File: config.mk
export PLATFORM = sky130hd
export DESIGN_NAME = serial_cmp_ctrl
export DESIGN_NICKNAME = d
export VERILOG_FILES = /design/src/rtl/cmp_pkg.sv /design/src/rtl/bit_cmp_cell.sv /design/src/rtl/serial_cmp_ctrl.sv
export SDC_FILE = /design/constraint.sdc
export NUM_CORES = 1
export LEC_CHECK = 0
export CORE_MARGIN = 2
export CORE_UTILIZATION = 45
export DETAILED_ROUTE_END_ITERATION = 16
export GPL_ROUTABILITY_DRIVEN = 0
export PLACE_DENSITY = 0.82
export RECOVER_POWER = 25
export SKIP_LAST_GASP = 1
export SLEW_MARGIN = 20
export SYNTH_ARGS = -nofsm -noshare
export SYNTH_HDL_FRONTEND = slang
export SYNTH_SLANG_ARGS = --single-unit
File: constraint.sdc
create_clock -name clk -period 4.1 [get_ports clk]
set_input_delay 1.23 -clock clk [delete_from_list [all_inputs] [get_ports clk]]
set_output_delay 1.23 -clock clk [all_outputs]
set_load 0.005 [all_outputs]
File: src/rtl/cmp_pkg.sv
// Shared definitions for the serial compare controller: state encoding and
// the default operand width.
package cmp_pkg;

    localparam logic [1:0] ST_IDLE = 2'b00;
    localparam logic [1:0] ST_RUN  = 2'b01;
    localparam logic [1:0] ST_DONE = 2'b10;

    localparam int CMP_WIDTH_DEF = 8;

    typedef enum logic [1:0] {
        IDLE = ST_IDLE,
        RUN  = ST_RUN,
        DONE = ST_DONE
    } cmp_state_e;

endpackage

File: src/rtl/bit_cmp_cell.sv
// Single-bit equality/greater cell; purely combinational.
module bit_cmp_cell (
    input  logic i0,
    input  logic i1,
    output logic eq,
    output logic gr
);

    assign eq = ~(i0 ^ i1);
    assign gr = i0 & ~i1;

endmodule

File: src/rtl/serial_cmp_ctrl.sv
// Walks two captured operands MSB-first through one bit_cmp_cell, stopping
// at the first differing bit, with a start/busy/done handshake.
module serial_cmp_ctrl
    import cmp_pkg::*;
#(
    parameter int WIDTH = CMP_WIDTH_DEF,
    parameter int CNT_W = (WIDTH > 1) ? $clog2(WIDTH) : 1
) (
    input  logic             clk,
    input  logic             reset,
    input  logic             start,
    input  logic [WIDTH-1:0] a,
    input  logic [WIDTH-1:0] b,
    output logic             busy,
    output logic             done,
    output logic             eq,
    output logic             gr
);

    cmp_state_e state_q, state_d;
    logic [WIDTH-1:0] sa_q, sa_d;
    logic [WIDTH-1:0] sb_q, sb_d;
    logic [CNT_W-1:0] idx_q, idx_d;
    logic             eq_q, eq_d;
    logic             gr_q, gr_d;
    logic             cell_eq;
    logic             cell_gr;

    bit_cmp_cell u_cell (
        .i0 (sa_q[WIDTH-1]),
        .i1 (sb_q[WIDTH-1]),
        .eq (cell_eq),
        .gr (cell_gr)
    );

    always_comb begin
        state_d = state_q;
        sa_d    = sa_q;
        sb_d    = sb_q;
        idx_d   = idx_q;
        eq_d    = eq_q;
        gr_d    = gr_q;
        unique case (state_q)
            IDLE: begin
                if (start) begin
                    sa_d    = a;
                    sb_d    = b;
                    idx_d   = CNT_W'(WIDTH - 1);
                    state_d = RUN;
                end
            end
            RUN: begin
                if (!cell_eq) begin
                    eq_d    = 1'b0;
                    gr_d    = cell_gr;
                    state_d = DONE;
                end else if (idx_q == '0) begin
                    // last bit matched too: operands are equal
                    eq_d    = 1'b1;
                    gr_d    = 1'b0;
                    state_d = DONE;
                end else begin
                    sa_d  = sa_q << 1;
                    sb_d  = sb_q << 1;
                    idx_d = idx_q - 1'b1;
                end
            end
            DONE: begin
                state_d = IDLE;
            end
            default: begin
                state_d = IDLE;
            end
        endcase
    end

    always_ff @(posedge clk or posedge reset) begin
        if (reset) begin
            state_q <= IDLE;
            sa_q    <= '0;
            sb_q    <= '0;
            idx_q   <= '0;
            eq_q    <= 1'b0;
            gr_q    <= 1'b0;
        end else begin
            state_q <= state_d;
            sa_q    <= sa_d;
            sb_q    <= sb_d;
            idx_q   <= idx_d;
            eq_q    <= eq_d;
            gr_q    <= gr_d;
        end
    end

    assign busy = (state_q != IDLE);
    assign done = (state_q == DONE);
    assign eq   = eq_q;
    assign gr   = gr_q;

endmodule

# Word level (Yosys, flattened, before mapping)

Index checks and enable logic that the tools add are counted.

Bits in registers: 23
Bits of input ports: 19
Output and inout port bits: 4
Logic and storage cells: 44

Add/subtract/negate cells: 1
Equality and inequality tests: 6
Muxes and demuxes: 20
Bitwise logic cells: 3
Reduce and logical (&&, ||, !) cells: 8

Operators with widths:

| kind                | count |
|---|---|
| $mux 8              | 6 |
| $pmux 8 s2          | 2 |
| $mux 3              | 3 |
| $mux 2              | 3 |
| $ne 2x2->1 const B  | 3 |
| $pmux 3 s2          | 1 |
| $reduce_bool 2->1   | 3 |
| $mux 1              | 4 |
| $pmux 2 s2          | 1 |
| $reduce_and 2->1    | 2 |
| $reduce_and 4->1    | 1 |
| $logic_not 3->1     | 1 |
| $ne 3x3->1 const B  | 1 |
| $sub 3x1->3 const B | 1 |
| $eq 2x1->1 const B  | 1 |
| $eq 2x2->1 const B  | 1 |
| $logic_not 2->1     | 1 |
| $and 1x1->1         | 1 |
| $not 1->1           | 1 |
| $xor 1x1->1         | 1 |

# Longest topological paths before layout

Depth in word-level cells: 4
Gate-level depth with buffers: 6
Depth with buffers taken out: 5

# Modules after synthesis

From an unflattened synthesis, not the netlist that was laid out.

Cells, all modules: 123
Area, all modules: 1260.0 sq um

By module, submodules not included:

| module          | times used | cells each | area each (sq um) | sequential area each (sq um) |
|---|---|---|---|---|
| serial_cmp_ctrl | 1          | 121        | 1243.7            | 575.6 |
| bit_cmp_cell    | 1          | 2          | 16.3              | 0.0 |

# Worst setup path after synthesis

OpenSTA, ideal clock, no wires.

Path type: input to register
Start: input start
End: register idx_q[0]
Library setup time: 0.125 ns
Arrival time: 2.003 ns
Required time: 3.975 ns
Setup slack: 1.972 ns
Cell stages on the path: 4
Path buffers: 1
Path through: nor3b_2 -> a31o_4 -> buf_6 -> mux2_4

Longest elaborated chain between the ends: 2

RTL lines:

| item                              | RTL line              | RTL |
|---|---|---|
| start, declared                   | serial_cmp_ctrl.sv:11 | `input logic start,` |
| $ne 2x2->1 (no source line)       | n/a                   |  |
| $reduce_and 4->1 (no source line) | n/a                   |  |
| end signal, assigned              | serial_cmp_ctrl.sv:89 | `idx_q <= idx_d;` |
| end, declared                     | serial_cmp_ctrl.sv:23 | `logic [CNT_W-1:0] idx_q, idx_d;` |

No other way between the ends.
A chain may end at the register's enable or synchronous reset.

# Final worst setup path

Start: register state_q[1]
End: output busy

Longest elaborated chain between the ends: 1

RTL lines:

| item                   | RTL line              | RTL |
|---|---|---|
| start, declared        | serial_cmp_ctrl.sv:20 | `cmp_state_e state_q, state_d;` |
| start signal, assigned | serial_cmp_ctrl.sv:86 | `state_q <= state_d;` |
| $reduce_bool 2->1      | serial_cmp_ctrl.sv:95 | `assign busy = (state_q != IDLE);` |
| end, declared          | serial_cmp_ctrl.sv:14 | `output logic busy,` |

No other way between the ends.

==> flow_summary_export.csv <==
group,metric,value,unit
detailed_routing,drt_wl_total,2010,µm
global_route,grt_use_total,15.8,%
logic_synthesis,synthCells,94,
floorplanning,die_area,0.00299,mm²
critical_path,path_cells,"or2_2 -> clkdlybuf4s50_1",
power_and_ir_drop,power.density,675,mW/mm²
timing,post-route-min-period,2.82,ns
logic_synthesis,synth_seq_cells,23,
floorplanning,fp.dieW,54.7,µm
detailed_routing,ant_nets,0,
timing,fmax,0.354,GHz
logic_synthesis,synth.area.top_cells,"dfrtp_1 50%, o221a_1 8.8%, nand2b_1 6.0%, o221a_2 4.9%, ha_1 3.3%",
power_and_ir_drop,seq_power_share,43.4,%
timing,setup_viol,0,
clock_tree,clk_pin_slew,0.12,ns
timing,fin_skew,0.00409,ns
logic_synthesis,syn_area,0.00115,mm²
floorplanning,pin_count,23,
global_route,antenna_found_initial,0,
global_route,grt_pass1_wl,3290,µm
detailed_routing,dr_total_vias,815,
detailed_routing,avgViaCountPerCell,5.54,
power_and_ir_drop,p_clk_share,10.8,%
clock_tree,cts_tree,"yes",
power_and_ir_drop,p_leak,0.581,nW
global_route,grt_overflow,0,
clock_tree,cts_hold_buf,0,
floorplanning,rows,18,
finish,drive_gt1_share,13.7,%
critical_path,worstSetupPathType,"reg2out",
detailed_routing,wl_per_cell,13.7,µm
floorplanning,chipHeight,54.7,µm
placed_design,post_dp_cell_area,0.00138,mm²
detailed_routing,drtIter0Drc,17,
timing,tightest_slew,0.856,ns
detailed_routing,dr.pass1.iters,4,
finish,area_growth_syn_to_layout,22.0,%
critical_path,crit_required,2.87,ns
critical_path,max_stage_delay,0.51,ns
placed_design,hpwl,1490,µm
logic_synthesis,yosys.area.top_type,"dfrtp_1",
critical_path,critPathArrivalTime,1.59,ns
power_and_ir_drop,pwr-share-comb,45.9,%
floorplanning,core,0.00245,mm²
clock_tree,worstSkewPairLatency,0.31,ns
critical_path,critPathMaxFanout,9,
finish,antenna_cells,0,
clock_tree,clock-root-buffer,"clkbuf_4",
timing,rsz0062_at_grt,"no",
critical_path,critPathLaunchType,"register",
clock_tree,cts_resized,0,
clock_tree,postCtsSetupRepairBufs,0,
detailed_routing,drc,0,
worst_hold_path,hold_path_class,"reg2reg",
timing,tns,0,ns
logic_synthesis,synth_top_area_share,49.8,%
flow_run,maxCapViolCount,0,
critical_path,path_buf_inv,1,
power_and_ir_drop,p_switching,0.335,mW
logic_synthesis,syn_nets,116,
logic_synthesis,ys.warnings.count,0,
clock_tree,clock_path_buffers,2,
timing,slew_violations,0,
timing,finalHoldViolCount,0,
power_and_ir_drop,p_sw_share,35.2,%
status,status,"complete, no violations",
global_route,grt_pass1_vias,768,
floorplanning,start_util,47.0,%
power_and_ir_drop,p_int,0.616,mW
global_route,grt_max_degree,24,
finish,fin_area,0.00141,mm²
finish,nNetsFinal,140,
critical_path,crit_slowest_cell,"dfrtp_1",
logic_synthesis,syn_area_per_cell,12.3,µm²
placed_design,io_buffers,22,
timing,min_period_over_period,68.8,%
timing,maxSlewHeadroom,42.9,%
logic_synthesis,synth_cell_type_count,28,
clock_tree,cts_sinks,23,
clock_tree,htree_levels,1,
clock_tree,numCtsBuffers,3,
logic_synthesis,ys_seq_area_share,49.8,%
critical_path,end_kind,"primary output",
power_and_ir_drop,ir_drop,0.375,mV
critical_path,path_delay_family,"flip-flops",
==> power by group through the flow <==
stage | Combinational, mW | Sequential [mW] | Clock [mW]
after floorplan | 0.375 | 0.387 | 0
after global placement | 0.428 | 0.413 | 0
after detailed placement | 0.444 | 0.417 | 0
after CTS | 0.446 | 0.413 | 0.108
after global routing | 0.485 | 0.427 | 0.116
final | 0.437 | 0.413 | 0.102
==> cell families (layout without fill, tap and decap cells) <==
family                     Yosys count  in the layout  share of synthesized area, %
and+or+nand+nor                     33             33                          18.7
AOI/OAI and AO/OA                   23             23                          20.0
DFF                                 23             23                          49.8
buffers and inverters                9             32                          4.98
adders and majority gates            3              3                          3.25
muxes                                3              3                          3.14
==> cell usage after synthesis, drive strengths merged <==
library cell   n
a21oi          3
a31o           1
and2           1
and2b          1
buf            4
dfrtp         23
ha             3
inv            5
mux2           2
mux2i          1
nand2          4
nand2b        11
nand3          1
nand4          2
nor2           2
nor2b          4
nor3b          1
o21ai          1
o221a         14
o221ai         2
o22a           1
o311a          1
or2            1
or2b           5
==> sequential cells by signal, indices dropped and copies added (netlist names) <==
| name | cells |
|---|---|
| sb_q | 8 |
| state_q | 2 |
| eq | 1 |
| gr | 1 |
| idx_q | 3 |
| sa_q | 8 |
==> cell usage in the layout (no fill, tap or decap), drive strengths merged <==
| cell | n |
|---|---|
| inv | 5 |
| mux2 | 2 |
| and2 | 1 |
| nor2b | 4 |
| o221a | 14 |
| o311a | 1 |
| and2b | 1 |
| buf | 1 |
| mux2i | 1 |
| clkdlybuf4s50 | 20 |
| nand2b | 11 |
| or2b | 5 |
| dfrtp | 23 |
| nor3b | 1 |
| o21ai | 1 |
| nand3 | 1 |
| a31o | 1 |
| clkbuf | 3 |
| or2 | 1 |
| nand2 | 4 |
| a21oi | 3 |
| o22a | 1 |
| nor2 | 2 |
| o221ai | 2 |
| ha | 3 |
| nand4 | 2 |
| dlygate4sd3 | 2 |
| clkinv | 1 |
==> per-layer routing <==
layer  vias to the layer above  global-route usage, %  wire length (µm)
met1                       394                   19.9               931
met5                         -                      0                 0
li1                        391                      -                 -
met4                         0                   7.50                29
met3                         4                   2.46                89
met2                        26                   26.4               961
==> area by class of cell <==
| class | count | area (µm²) |
|---|---|---|
| Timing Repair Buffer | 23 | 228 |
| Fill cell | 215 | 1050 |
| Multi-Input combinational cell | 62 | 522 |
| Tap cell | 30 | 37.5 |
| Clock buffer | 3 | 22.5 |
| Sequential cell | 23 | 576 |
| Inverter | 5 | 18.8 |
| Clock inverter | 1 | 5.00 |
==> metrics by stage <==
step | setup slack (ns) | power [mW] | hold WS (ns) | util [%] | std cells
floorplan | 1.97 | 0.763 | 0.437 | - | 94
global placement | 1.37 | 0.841 | 0.451 | 56.3 | 143
detailed placement | 1.33 | 0.861 | 0.467 | 56.3 | 143
CTS | 1.25 | 0.967 | 0.485 | 57.4 | 147
global route | 1.19 | 1.03 | 0.510 | 57.4 | 147
finish | 1.28 | 0.952 | 0.481 | 57.4 | 147
==> worst paths after layout <==
path                            startpoint        to  slack (ns)  depth (start not counted)
worst max-delay path            state_q[1]      busy        1.28                          2
worst min-delay path              idx_q[2]  idx_q[2]        0.48                          1
worst max register to register    idx_q[1]   sb_q[3]        2.49                          5
worst min register to register    idx_q[2]  idx_q[2]        0.48                          1
max in group asynchronous            reset  idx_q[0]        2.05                          2
min in group asynchronous            reset   sa_q[0]        1.53                          2
Note: power is estimated with default switching activity, not from simulation.
